`src/rtl/tdc_patgen_pkg.sv`:
```
// Shared types and helpers for the TDC pattern generator.
// Holds pattern/index widths, mode encodings, the FSM state type and
// the index-to-pattern mapping (the inverse of the encoder's first-one finder).
package tdc_patgen_pkg;

   localparam int DIN_W     = 11;
   localparam int IDX_W     = 4;
   localparam int SWEEP_LEN = DIN_W + 1;   // every tap, then the all-zero pattern

   localparam logic [IDX_W-1:0] EXP_NONE = 4'hF;

   localparam logic [1:0] MODE_SINGLE = 2'd0;
   localparam logic [1:0] MODE_SWEEP  = 2'd1;
   localparam logic [1:0] MODE_RANDOM = 2'd2;

   typedef enum logic [1:0] {
      ST_IDLE,
      ST_LOAD,
      ST_EMIT,
      ST_DONE
   } state_e;

   typedef struct packed {
      logic [DIN_W-1:0] pat;
      logic [IDX_W-1:0] exp;
   } pat_t;

   // Lowest set bit lands at k; bits above come from fill (thermometer) or
   // upper; indices past the last tap give an all-zero pattern.
   function automatic pat_t idx_to_pattern(input logic [IDX_W-1:0] k,
                                           input logic             fill,
                                           input logic [DIN_W-1:0] upper);
      pat_t r;
      r.pat = '0;
      r.exp = EXP_NONE;
      if (int'(k) < DIN_W) begin
         r.exp = k;
         for (int j = 0; j < DIN_W; j++) begin
            if (j == int'(k)) begin
               r.pat[j] = 1'b1;
            end else if (j > int'(k)) begin
               r.pat[j] = fill | upper[j];
            end
         end
      end
      return r;
   endfunction

endpackage

```
`src/rtl/tdc_pattern_gen_lfsr16.sv`:
```
// 16-bit Fibonacci LFSR (taps 16,14,13,11) feeding random-mode patterns.
// Latency: new state visible the cycle after en_i.
// Backpressure: holds state whenever en_i is low.
module lfsr16 #(
   parameter logic [15:0] SEED = 16'hACE1
) (
   input  logic        clk,
   input  logic        rst_n,
   input  logic        en_i,
   output logic [15:0] state_o
);

   logic [15:0] state_q, state_d;

   // Shift left, feedback from taps 16,14,13,11 into bit 0.
   always_comb begin
      state_d = state_q;
      if (en_i) begin
         state_d = {state_q[14:0], state_q[15] ^ state_q[13] ^ state_q[12] ^ state_q[10]};
      end
   end

   // State register; reset only, never re-seeded between runs.
   always_ff @(posedge clk or negedge rst_n) begin
      if (!rst_n) begin
         state_q <= SEED;
      end else begin
         state_q <= state_d;
      end
   end

   assign state_o = state_q;

endmodule

```
`src/rtl/tdc_pattern_gen.sv`:
```
// TDC encoder stimulus: single / sweep / random first-one patterns on a valid/ready stream.
// Latency: first dout_valid 2 cycles after start; one LOAD bubble between patterns.
// Backpressure: dout/dout_exp held while dout_valid & !dout_ready; LFSR frozen on stall.
// Random mode is built only with TDC_PATGEN_RANDOM_EN; otherwise mode 2 runs a sweep.
module tdc_pattern_gen
   import tdc_patgen_pkg::*;
#(
   parameter int unsigned N_RAND    = 64,
   parameter logic [15:0] LFSR_SEED = 16'hACE1
) (
   input  logic             clk,
   input  logic             rst_n,
   input  logic             start,
   input  logic [1:0]       mode,
   input  logic [IDX_W-1:0] idx_in,
   input  logic             fill,
   input  logic [7:0]       rpt,
   output logic [DIN_W-1:0] dout,
   output logic [IDX_W-1:0] dout_exp,
   output logic             dout_valid,
   input  logic             dout_ready,
   output logic             busy,
   output logic             done
);

   state_e           state_q, state_d;
   logic [1:0]       mode_q, mode_d;
   logic [IDX_W-1:0] idx_q, idx_d;
   logic             fill_q, fill_d;
   logic [7:0]       rpt_q, rpt_d;
   logic [7:0]       rcnt_q, rcnt_d;
   logic [7:0]       pcnt_q, pcnt_d;
   logic [DIN_W-1:0] dout_q, dout_d;
   logic [IDX_W-1:0] exp_q, exp_d;

   logic [IDX_W-1:0] cur_idx;
   logic [DIN_W-1:0] cur_upper;
   logic [7:0]       last_pcnt;
   pat_t             cur_pat;

`ifdef TDC_PATGEN_RANDOM_EN
   logic        lfsr_step;
   logic [15:0] lfsr_st;
   logic        lfsr_unused;

   lfsr16 #(.SEED(LFSR_SEED)) u_lfsr (
      .clk     (clk),
      .rst_n   (rst_n),
      .en_i    (lfsr_step),
      .state_o (lfsr_st)
   );

   assign lfsr_unused = lfsr_st[15];
`endif

   // Current pattern source and run length, chosen by the latched mode.
   always_comb begin
      cur_idx   = idx_q;
      cur_upper = '0;
      last_pcnt = 8'd0;
      if (mode_q == MODE_SWEEP) begin
         cur_idx   = pcnt_q[IDX_W-1:0];
         last_pcnt = 8'(SWEEP_LEN - 1);
      end
`ifdef TDC_PATGEN_RANDOM_EN
      else if (mode_q == MODE_RANDOM) begin
         cur_idx   = lfsr_st[IDX_W-1:0];
         cur_upper = lfsr_st[14:4];
         last_pcnt = 8'(N_RAND - 1);
      end
`endif
      cur_pat = idx_to_pattern(cur_idx, fill_q, cur_upper);
   end

   // Run FSM: latch request, load pattern, emit with repeats, pulse done.
   always_comb begin
      state_d = state_q;
      mode_d  = mode_q;
      idx_d   = idx_q;
      fill_d  = fill_q;
      rpt_d   = rpt_q;
      rcnt_d  = rcnt_q;
      pcnt_d  = pcnt_q;
      dout_d  = dout_q;
      exp_d   = exp_q;
`ifdef TDC_PATGEN_RANDOM_EN
      lfsr_step = 1'b0;
`endif
      case (state_q)
         ST_IDLE: begin
            if (start) begin
               case (mode)
                  MODE_SWEEP:  mode_d = MODE_SWEEP;
`ifdef TDC_PATGEN_RANDOM_EN
                  MODE_RANDOM: mode_d = MODE_RANDOM;
`else
                  MODE_RANDOM: mode_d = MODE_SWEEP;
`endif
                  default:     mode_d = MODE_SINGLE;
               endcase
               idx_d   = idx_in;
               fill_d  = fill;
               rpt_d   = rpt;
               rcnt_d  = 8'd0;
               pcnt_d  = 8'd0;
               state_d = ST_LOAD;
            end
         end
         ST_LOAD: begin
            dout_d  = cur_pat.pat;
            exp_d   = cur_pat.exp;
            state_d = ST_EMIT;
         end
         ST_EMIT: begin
            if (dout_ready) begin
               // Compare before increment so rpt=255 gives 256 copies without wrap.
               if (rcnt_q == rpt_q) begin
                  rcnt_d = 8'd0;
`ifdef TDC_PATGEN_RANDOM_EN
                  lfsr_step = (mode_q == MODE_RANDOM);
`endif
                  if (pcnt_q == last_pcnt) begin
                     state_d = ST_DONE;
                  end else begin
                     pcnt_d  = pcnt_q + 8'd1;
                     state_d = ST_LOAD;
                  end
               end else begin
                  rcnt_d = rcnt_q + 8'd1;
               end
            end
         end
         default: begin
            state_d = ST_IDLE;
         end
      endcase
   end

   // State and datapath registers.
   always_ff @(posedge clk or negedge rst_n) begin
      if (!rst_n) begin
         state_q <= ST_IDLE;
         mode_q  <= MODE_SINGLE;
         idx_q   <= '0;
         fill_q  <= 1'b0;
         rpt_q   <= 8'd0;
         rcnt_q  <= 8'd0;
         pcnt_q  <= 8'd0;
         dout_q  <= '0;
         exp_q   <= '0;
      end else begin
         state_q <= state_d;
         mode_q  <= mode_d;
         idx_q   <= idx_d;
         fill_q  <= fill_d;
         rpt_q   <= rpt_d;
         rcnt_q  <= rcnt_d;
         pcnt_q  <= pcnt_d;
         dout_q  <= dout_d;
         exp_q   <= exp_d;
      end
   end

   assign dout       = dout_q;
   assign dout_exp   = exp_q;
   assign dout_valid = (state_q == ST_EMIT);
   assign busy       = (state_q == ST_LOAD) || (state_q == ST_EMIT);
   assign done       = (state_q == ST_DONE);

endmodule

```
`config.mk`:
```
export PLATFORM = sky130hd
export DESIGN_NAME = tdc_pattern_gen
export DESIGN_NICKNAME = d
export VERILOG_FILES = /design/src/rtl/tdc_patgen_pkg.sv /design/src/rtl/tdc_pattern_gen_lfsr16.sv /design/src/rtl/tdc_pattern_gen.sv
export SDC_FILE = /design/constraint.sdc
export NUM_CORES = 1
export LEC_CHECK = 0
export CAP_MARGIN = 25
export CORE_MARGIN = 3
export CORE_UTILIZATION = 25
export DETAILED_ROUTE_END_ITERATION = 10
export GPL_TIMING_DRIVEN = 0
export PLACE_DENSITY = 0.48
export SLEW_MARGIN = 25
export SYNTH_ARGS = -nofsm -noshare
export SYNTH_HDL_FRONTEND = slang
export SYNTH_SLANG_ARGS = --single-unit
```
`constraint.sdc`:
```
create_clock -name clk -period 2.4 [get_ports clk]
set_clock_uncertainty 0.2 [all_clocks]
set_input_delay 0.6 -clock clk [delete_from_list [all_inputs] [get_ports clk]]
set_output_delay 0.6 -clock clk [all_outputs]
set_load 0.01 [all_outputs]
```
==> Yosys cells after proc, flatten, opt, wreduce, memory -nomap -nowiden <==
Cells that the tools add are included.
{ "word_totals": {"reg_bits": 48, "inputBits": 19, "output_inout_bits": 18} }
{ "op_classes": {"add_sub_neg": 2, "order_cmp": 11, "eq_ne": 22, "muxes": 38, "reduce_logical": 9} }
{ "op_table": {"columns": ["cell", "count"], "rows": [
  ["$mux W8", 6],
  ["$pmux W8 S2", 2],
  ["$eq A4 B4 Y1 const A", 7],
  ["$mux W1", 22],
  ["$add A8 B1 Y8 const B", 2],
  ["$gt A3 B4 Y1 const A", 4],
  ["$mux W15", 1],
  ["$gt A4 B4 Y1 const A", 3],
  ["$eq A3 B4 Y1 const A", 2],
  ["$eq A8 B4 Y1", 1],
  ["$eq A8 B8 Y1", 1],
  ["$gt A2 B4 Y1 const A", 2],
  ["$mux W2", 4],
  ["$mux W4", 2],
  ["$eq A2 B1 Y1 const B", 3],
  ["$eq A2 B2 Y1 const B", 3],
  ["$pmux W2 S3", 1],
  ["$reduce_and A3 Y1", 2],
  ["$reduce_and A5 Y1", 1],
  ["$eq A2 B4 Y1 const A", 1],
  ["$gt A1 B4 Y1 const A", 1],
  ["$logic_not A4 Y1", 1],
  ["$lt A4 B4 Y1 const B", 1],
  ["$ne A2 B1 Y1 const B", 2],
  ["6 further kinds", 7]
]} }

==> Depth between registers and ports, before layout <==
Gate-level depths: netlist (run 1).
{ "logic_depth": {"ltp_word": 7, "depth_mapped": 8} }

==> Worst setup path after synthesis (run 1) <==
No wires, ideal clock.
{ "synth_timing": {"path_kind": "register -> register", "startpoint": "register state_q[0]", "endpoint": "register pcnt_q[7]", "setup_ns": 0.140, "t_arrival_ns": 1.725, "t_required_ns": 2.060, "setup_slack_ns": 0.336, "path_stages_with_launch": 8, "period_less_slack_ns": 2.064, "cell_sequence": "dfrtp_1 -> inv_1 -> ha_1 -> nand2b_1 -> o211ai_1 -> clkbuf_1 -> o311ai_0 -> o41ai_1"} }
{ "synth_between": {"elab_chain_cells": 3, "word_cells_on_any_way": 9} }
{ "synth_lines": {"columns": ["element", "line_no", "rtl"], "rows": [
  ["from (decl)", "tdc_pattern_gen.sv:26", "state_e state_q, state_d;"],
  ["from (signal assigned)", "tdc_pattern_gen.sv:152", "state_q <= state_d;"],
  ["$eq A2 B2 Y1 (*)", null, null],
  ["via dout_valid", "tdc_pattern_gen.sv:20", "output logic dout_valid,"],
  ["$ne A2 B2 Y1 (no line), or another cell as far along", null, null],
  ["$reduce_and A5 Y1 (no line)", null, null],
  ["to (signal assigned)", "tdc_pattern_gen.sv:158", "pcnt_q <= pcnt_d;"],
  ["to (decl)", "tdc_pattern_gen.sv:32", "logic [7:0] pcnt_q, pcnt_d;"]
]} }
Mark *: on every way through the listed nets, which the timed path passes. The rest lies on a longest branch.
A chain may end at the register's enable or synchronous reset.

==> Final worst setup path (run 1) <==
{ "layout_timing": {"startpoint": "register state_q[0]", "endpoint": "output port done"} }
{ "layout_between": {"elab_chain_cells": 1} }
{ "layout_lines": {"columns": ["element", "line_no", "rtl"], "rows": [
  ["$eq A2 B2 Y1", "tdc_pattern_gen.sv:168", "assign done = (state_q == ST_DONE);"],
  ["to (decl)", "tdc_pattern_gen.sv:23", "output logic done"]
]} }
Every way passes these cells.

==> run_results.csv, run 1 <==
group,metric,value,unit
logic_synthesis,synth_top_family_by_area,"compound AO/OA/AOI/OAI gates",
worst_setup_path,path_cells,"buf_4, ha_1, clkdlybuf4s50_1",
global_routing,grt_antenna_before_repair,0,
floorplan,die_x,106,um
sta,slew_violations,0,
worst_setup_path,crit_path_max_incr_delay,0.47,ns
route,via_per_inst,4.70,
clocking,cts-root-buf,"clkbuf_8",
logic_synthesis,synth_compound_area_frac,0.156,
power_and_ir_drop,pwr-share-comb,0.526,
placed_design,place_ws,-0.248,ns
logic_synthesis,synth.area.top_cells,"dfrtp_1 (47%), mux2_2 (7.7%), nand2_1 (3.8%), ha_1 (3.5%), a21oi_1 (3.4%)",
placed_design,portBuffers,36,
power_and_ir_drop,intPower,2.11,mW
worst_setup_path,path_buf_inv,2,
logic_synthesis,syn_area,0.00250,mm2
logic_synthesis,syn_nets,273,
clocking,cts_max_level,2,
route,first_iter_violations,101,
global_routing,grt_max_degree,48,
route,drt_first_pass_iters,4,
logic_synthesis,synthMuxAreaShare,0.105,
global_routing,grt_pass1_wl,10200,um
floorplan,die_h,106,um
power_and_ir_drop,p_leak,1.29,nW
clocking,cts-buffers-inserted,5,
route,wirelength,5890,um
placed_design,placed_cell_area,0.00302,mm2
logic_synthesis,synth-edff-count,0,
sta,finalHoldViolCount,0,
worst_setup_path,critPathTopFamily,"buffers and inverters",
logic_synthesis,synth_simple_gate_area_share,0.151,
sta,finalCriticalPeriod,2.33,ns
global_routing,grt_pass1_vias,2041,
logic_synthesis,synthArstFlopShare,1.00,
sta,grt_setup_unrepaired,"false",
worst_setup_path,endpoint_kind,"output port",
logic_synthesis,yosysTopAreaCell,"dfrtp_1",
final_layout,final_area,0.00314,mm2
clocking,cts_tree,"yes",
sta,setup_ws,0.0663,ns
placed_design,gp_congestion,0.828,
logic_synthesis,synthAdderAreaFrac,0.0351,
logic_synthesis,synth_common_cells,"dfrtp_1 (47), nand2_1 (25), a21oi_1 (17), mux2_2 (17), o21ai_0 (15)",
floorplan,start_util,0.264,
sta,fmax,428,MHz
logic_synthesis,synth-main-ff-cell,"dfrtp_1",
clocking,clock_latency,0.30,ns
power_and_ir_drop,p_switching,1.50,mW
power_and_ir_drop,ir_worst_vdd,0.403,mV
floorplan,core-area,0.00946,mm2
logic_synthesis,ys_seq_elements,47,
global_routing,grt.overflow.total,0,
worst_setup_path,crit_arrival,1.53,ns
final_layout,drive_gt1_frac,0.143,
sta,worst_pin_slew,0.577,ns
clocking,clockBufferDepth,2,
floorplan,pin_count,37,
logic_synthesis,avgSynthCellArea,10.1,um2
power_and_ir_drop,p_sw_frac,0.416,
logic_synthesis,synth_cell_types,45,
logic_synthesis,yosysSeqAreaShare,0.471,
logic_synthesis,synth.most_common_cell,"dfrtp_1",
final_layout,nFillCells,1019,
power_and_ir_drop,p_per_area,1150,mW/mm2
sta,finalSetupViolCount,0,
power_and_ir_drop,seq_power_share,0.342,
worst_setup_path,crit_fanout,5,
job,drv_cap,0,
final_layout,nets,319,
worst_setup_path,criticalPathCategory,"reg2out",
sta,slew_headroom,0.605,
logic_synthesis,yosys_warnings,0,
clocking,cts_sinks,47,
logic_synthesis,synth_xor_area_frac,0.0386,
sta,layout_worst_path_cycle_share,0.972,
power_and_ir_drop,pwr-share-clk,0.132,
final_layout,syn_to_final_growth,25.7,%
placed_design,dp_hpwl,4300,um
floorplan,row_count,35,
logic_synthesis,synthDominantCellAreaShare,0.471,
outcome,status,"complete, no violations",
clocking,path_clk_slew,0.09,ns
route,vias,1986,
floorplan,die_area,0.0112,mm2
worst_setup_path,start_kind,"flip-flop",
route,routedWlPerCell,13.9,um
logic_synthesis,synthCells,247,
worst_setup_path,required,1.60,ns
route,drtAntennaViolNets,0,
route,drc,0,
min_path,hold_path.class,"in2async",
final_layout,n_antenna_cell,0,
worst_setup_path,slowest_stage,"clkdlybuf4s50_1",
global_routing,track_usage,0.112,
==> path summary, 6_finish.rpt <==
path / depth (start not counted) / slack (ns) / from / to
max: 3 / 0.07 / state_q[0] / done
min in group clk: 1 / 0.28 / dout_exp[3] / dout_exp[3]
max in group asynchronous: 1 / 1.47 / rst_n / state_q[0]
max reg2reg: 5 / 0.20 / state_q[1] / rpt_q[1]
min reg2reg: 1 / 0.28 / dout_exp[3] / dout_exp[3]
min: 1 / 0.10 / rst_n / rpt_q[0]
==> through the flow <==
step	TNS, ns	hold WS, ns	power, mW	util	std cells
after floorplan	0	0.104	2.44	-	247
after global placement	-46.03	0.266	3.10	0.319	412
after global routing	0	0.144	3.94	0.332	423
after detailed placement	-2.06	0.272	3.12	0.319	412
final	0	0.103	3.61	0.332	423
after CTS	0	0.129	3.64	0.331	423
==> cell families after synthesis <==
| kind of cell | Yosys count |
|---|---|
| buf+inv | 26 |
| compound gates | 61 |
| flops | 47 |
| simple gates | 71 |
| xor+xnor | 11 |
| mux | 24 |
| fa+ha+maj | 7 |
==> repair_timing <==
action,CTS,global route
gates resized for setup,6,4
setup endpoints to repair,10,1
setup buffers,3,0
endpoints found under the hold margin,0,0
hold buffers,0,0
==> power groups by stage <==
stage          sequential [mW]  clock (mW)  combinational [mW]
2_1_floorplan             1.27           0                1.18
3_3_place_gp              1.25           0                1.85
3_5_place_dp              1.27           0                1.86
4_1_cts                   1.24       0.496                1.91
5_1_grt                   1.28       0.528                2.13
6_report                  1.23       0.476                1.90
==> placed cells by master, fill, tap and decap left out, types with 4 or more instances in the layout <==
cell	instances
buf_4	4
ha_1	6
xor2_1	8
nand2_1	25
o22ai_1	5
nand3_1	8
a21oi_1	17
nand2b_1	6
clkdlybuf4s50_1	33
mux2_2	17
clkbuf_1	7
o21ai_0	15
nor3_1	4
clkbuf_8	5
nor2_1	11
inv_1	13
nand4_1	5
mux2i_1	7
dfrtp_1	46
==> state kept, by name (all words and copies together), names as in the netlist <==
signal	count
pcnt_q	8
mode_q	1
rcnt_q	8
fill_q	1
dout_exp	4
dout	11
idx_q	4
state_q	2
rpt_q	8
==> final cells by class <==
cell class	count	area, um2	area share
tap	129	161	0.0514
clock buffer	6	72.6	0.0231
clock inverter	2	12.5	0.00399
multi-input combinational	174	1230	0.391
inverter	15	56.3	0.0179
timing repair buffer	39	378	0.120
buffer	11	53.8	0.0171
sequential	47	1180	0.375
==> layer usage <==
layer | share of wire | GRT usage | up-vias
met1 | 0.48 | 0.155 | 967
met4 | 0.018 | 0.0453 | 0
met5 | 0 | 0 | -
met3 | 0.029 | 0.0194 | 6
met2 | 0.47 | 0.174 | 35
li1 | - | - | 978
Note: power is estimated with default switching activity, not from simulation.
==> run 2, diff against run 1 <==
- ABC_CLOCK_PERIOD_IN_PS: unset -> 2400
- GPL_ROUTABILITY_DRIVEN: unset -> 0
==> results of run 2 <==
Same layout as run 1: the final DEF is identical, and so are final timing and power.
==> run 3, diff against run 2 <==
- MAX_ROUTING_LAYER: unset -> met4
==> run 3 against run 2 <==
Against the previous run: fmax is essentially flat; worst setup slack gained 0.0018 ns; final cell count is the same; die area is the same; hold slack gained 0.0011 ns; via count grew 0.81%; wire length grew 0.34%; power shrank 0.24%; critical endpoint unchanged.
==> run_results.csv, run 3 (same netlist as run 1, synthesis figures left out) <==
group,metric,value,unit
outcome,status,"complete, no violations",
sta,fmax,429,MHz
worst_setup_path,critPathTopFamily,"buffers and inverters",
worst_setup_path,critPathLaunch,"state_q[0]",
worst_setup_path,path_buf_inv,2,
global_routing,grt.overflow.total,0,
clocking,path_clk_slew,0.09,ns
worst_setup_path,slowest_stage,"clkdlybuf4s50_1",
final_layout,nFillCells,1019,
final_layout,multi_input_area,0.00123,mm2
sta,layout_worst_path_cycle_share,0.972,
floorplan,die_h,106,um
global_routing,grt_pass1_wl,10200,um
power_and_ir_drop,p_sw_frac,0.414,
floorplan,start_util,0.264,
global_routing,track_usage,0.115,
worst_setup_path,start_kind,"flip-flop",
worst_setup_path,path_cells,"buf_4, ha_1, clkdlybuf4s50_1",
min_path,hold_path.class,"in2async",
sta,finalSetupViolCount,0,
clocking,cts-root-buf,"clkbuf_8",
final_layout,nets,319,
floorplan,pin_count,37,
sta,slew_violations,0,
final_layout,syn_to_final_growth,25.7,%
route,drt_first_pass_iters,4,
placed_design,portBuffers,36,
power_and_ir_drop,p_per_area,1150,mW/mm2
sta,finalHoldViolCount,0,
worst_setup_path,cp.depth,3,
sta,grt_setup_unrepaired,"false",
global_routing,gr-usage-met1,0.155,
clocking,cts_sinks,47,
sta,finalCriticalPeriod,2.33,ns
worst_setup_path,crit_fanout,5,
sta,slew_headroom,0.587,
worst_setup_path,rr_endpoint,"pcnt_q[7]",
route,vias,2002,
power_and_ir_drop,p_leak,1.29,nW
worst_setup_path,crit_arrival,1.53,ns
worst_setup_path,required,1.60,ns
clocking,clockBufferDepth,2,
worst_setup_path,criticalPathCategory,"reg2out",
worst_setup_path,critPathCapture,"done",
global_routing,use_met3,0.0188,
power_and_ir_drop,intPower,2.11,mW
route,via_per_inst,4.73,
power_and_ir_drop,seq_power_share,0.342,
floorplan,die_area,0.0112,mm2
power_and_ir_drop,ir_worst_vdd,0.405,mV
route,wirelength,5910,um
worst_setup_path,crit_path_max_incr_delay,0.47,ns
clocking,clock_latency,0.30,ns
global_routing,grt_antenna_before_repair,0,
job,drv_cap,0,
floorplan,die_x,106,um
clocking,cts-buffers-inserted,5,
power_and_ir_drop,pwr-share-clk,0.132,
route,drc,0,
floorplan,core-area,0.00946,mm2
worst_setup_path,endpoint_kind,"output port",
worst_setup_path,r2r_start,"state_q[1]",
final_layout,mostFrequentLayoutCells,"dfrtp_1 (46), clkdlybuf4s50_1 (33), nand2_1 (25)",
route,drtAntennaViolNets,0,
clocking,cts_tree,"yes",
route,first_iter_violations,80,
placed_design,dp_hpwl,4300,um
final_layout,drive_gt1_frac,0.143,
power_and_ir_drop,pwr-share-comb,0.525,
global_routing,grt_max_degree,48,
global_routing,grt.busiest_layer,"met2",
worst_setup_path,rrSetupSlack,0.15,ns
worst_setup_path,ff2ff_path_depth,7,
global_routing,grtUsageMet2,0.174,
final_layout,largest_reg_flops,11,
power_and_ir_drop,p_switching,1.49,mW
final_layout,fin_util,0.332,
sta,setup_tns,0,ns
power_and_ir_drop,p_total,3.60,mW
final_layout,seqCellArea,0.00118,mm2
final_layout,n_antenna_cell,0,
sta,worst_pin_slew,0.612,ns
global_routing,grt_pass1_vias,2044,
final_layout,mostFrequentLayoutCell,"dfrtp_1",
clocking,cts_max_level,2,
floorplan,row_count,35,
route,routedWlPerCell,14.0,um
-- run 3: cell counts in the layout (fill, tap and decap cells not counted) --
No cell type changed its count.
-- run 3: per-layer routing --
layer	vias up	share of wire
met4	0	0.019
met2	57	0.46
met1	958	0.47
li1	979	-
met3	8	0.047
met5	-	0
-- run 3: power groups by stage --
stage                     Sequential, mW  Clock [mW]  Combinational, mW
after global placement              1.25           0               1.85
after floorplan                     1.27           0               1.18
after global routing                1.28       0.528               2.13
after detailed placement            1.27           0               1.86
final                               1.23       0.475               1.89
after CTS                           1.24       0.496               1.91
-- run 3: cell type report --
type	instances	share of cell area
Multi-Input combinational cell	174	0.391
Sequential cell	47	0.375
Timing Repair Buffer	39	0.120
Tap cell	129	0.0514
Clock buffer	6	0.0231
Inverter	15	0.0179
Buffer	11	0.0171
Clock inverter	2	0.00399
-- run 3: worst min-delay path by stage --
stage,to,slack (ns)
floorplan,dout[0],0.10
global placement,dout_exp[3],0.27
detailed placement,dout_exp[3],0.27
CTS,rpt_q[0],0.13
global route,rcnt_q[0],0.14
finish,rpt_q[0],0.10
-- run 3: what timing repair did --
| item | CTS | global route |
|---|---|---|
| hold buffers | 0 | 0 |
| hold endpoints to repair | 0 | 0 |
| gates resized for setup | 6 | 4 |
| setup endpoints to repair | 10 | 1 |
| setup buffers | 3 | 0 |
-- run 3: through the flow --
| step | hold slack (ns) | cells | setup slack (ns) | area (um2) |
|---|---|---|---|---|
| after detailed placement | 0.272 | 412 | -0.248 | 3020 |
| after global routing | 0.137 | 423 | 0.0126 | 3140 |
| after CTS | 0.129 | 423 | 0.0485 | 3140 |
| final | 0.104 | 423 | 0.0681 | 3140 |
| after global placement | 0.266 | 412 | -0.938 | 3020 |
| after floorplan | 0.104 | 247 | 0.336 | 2500 |
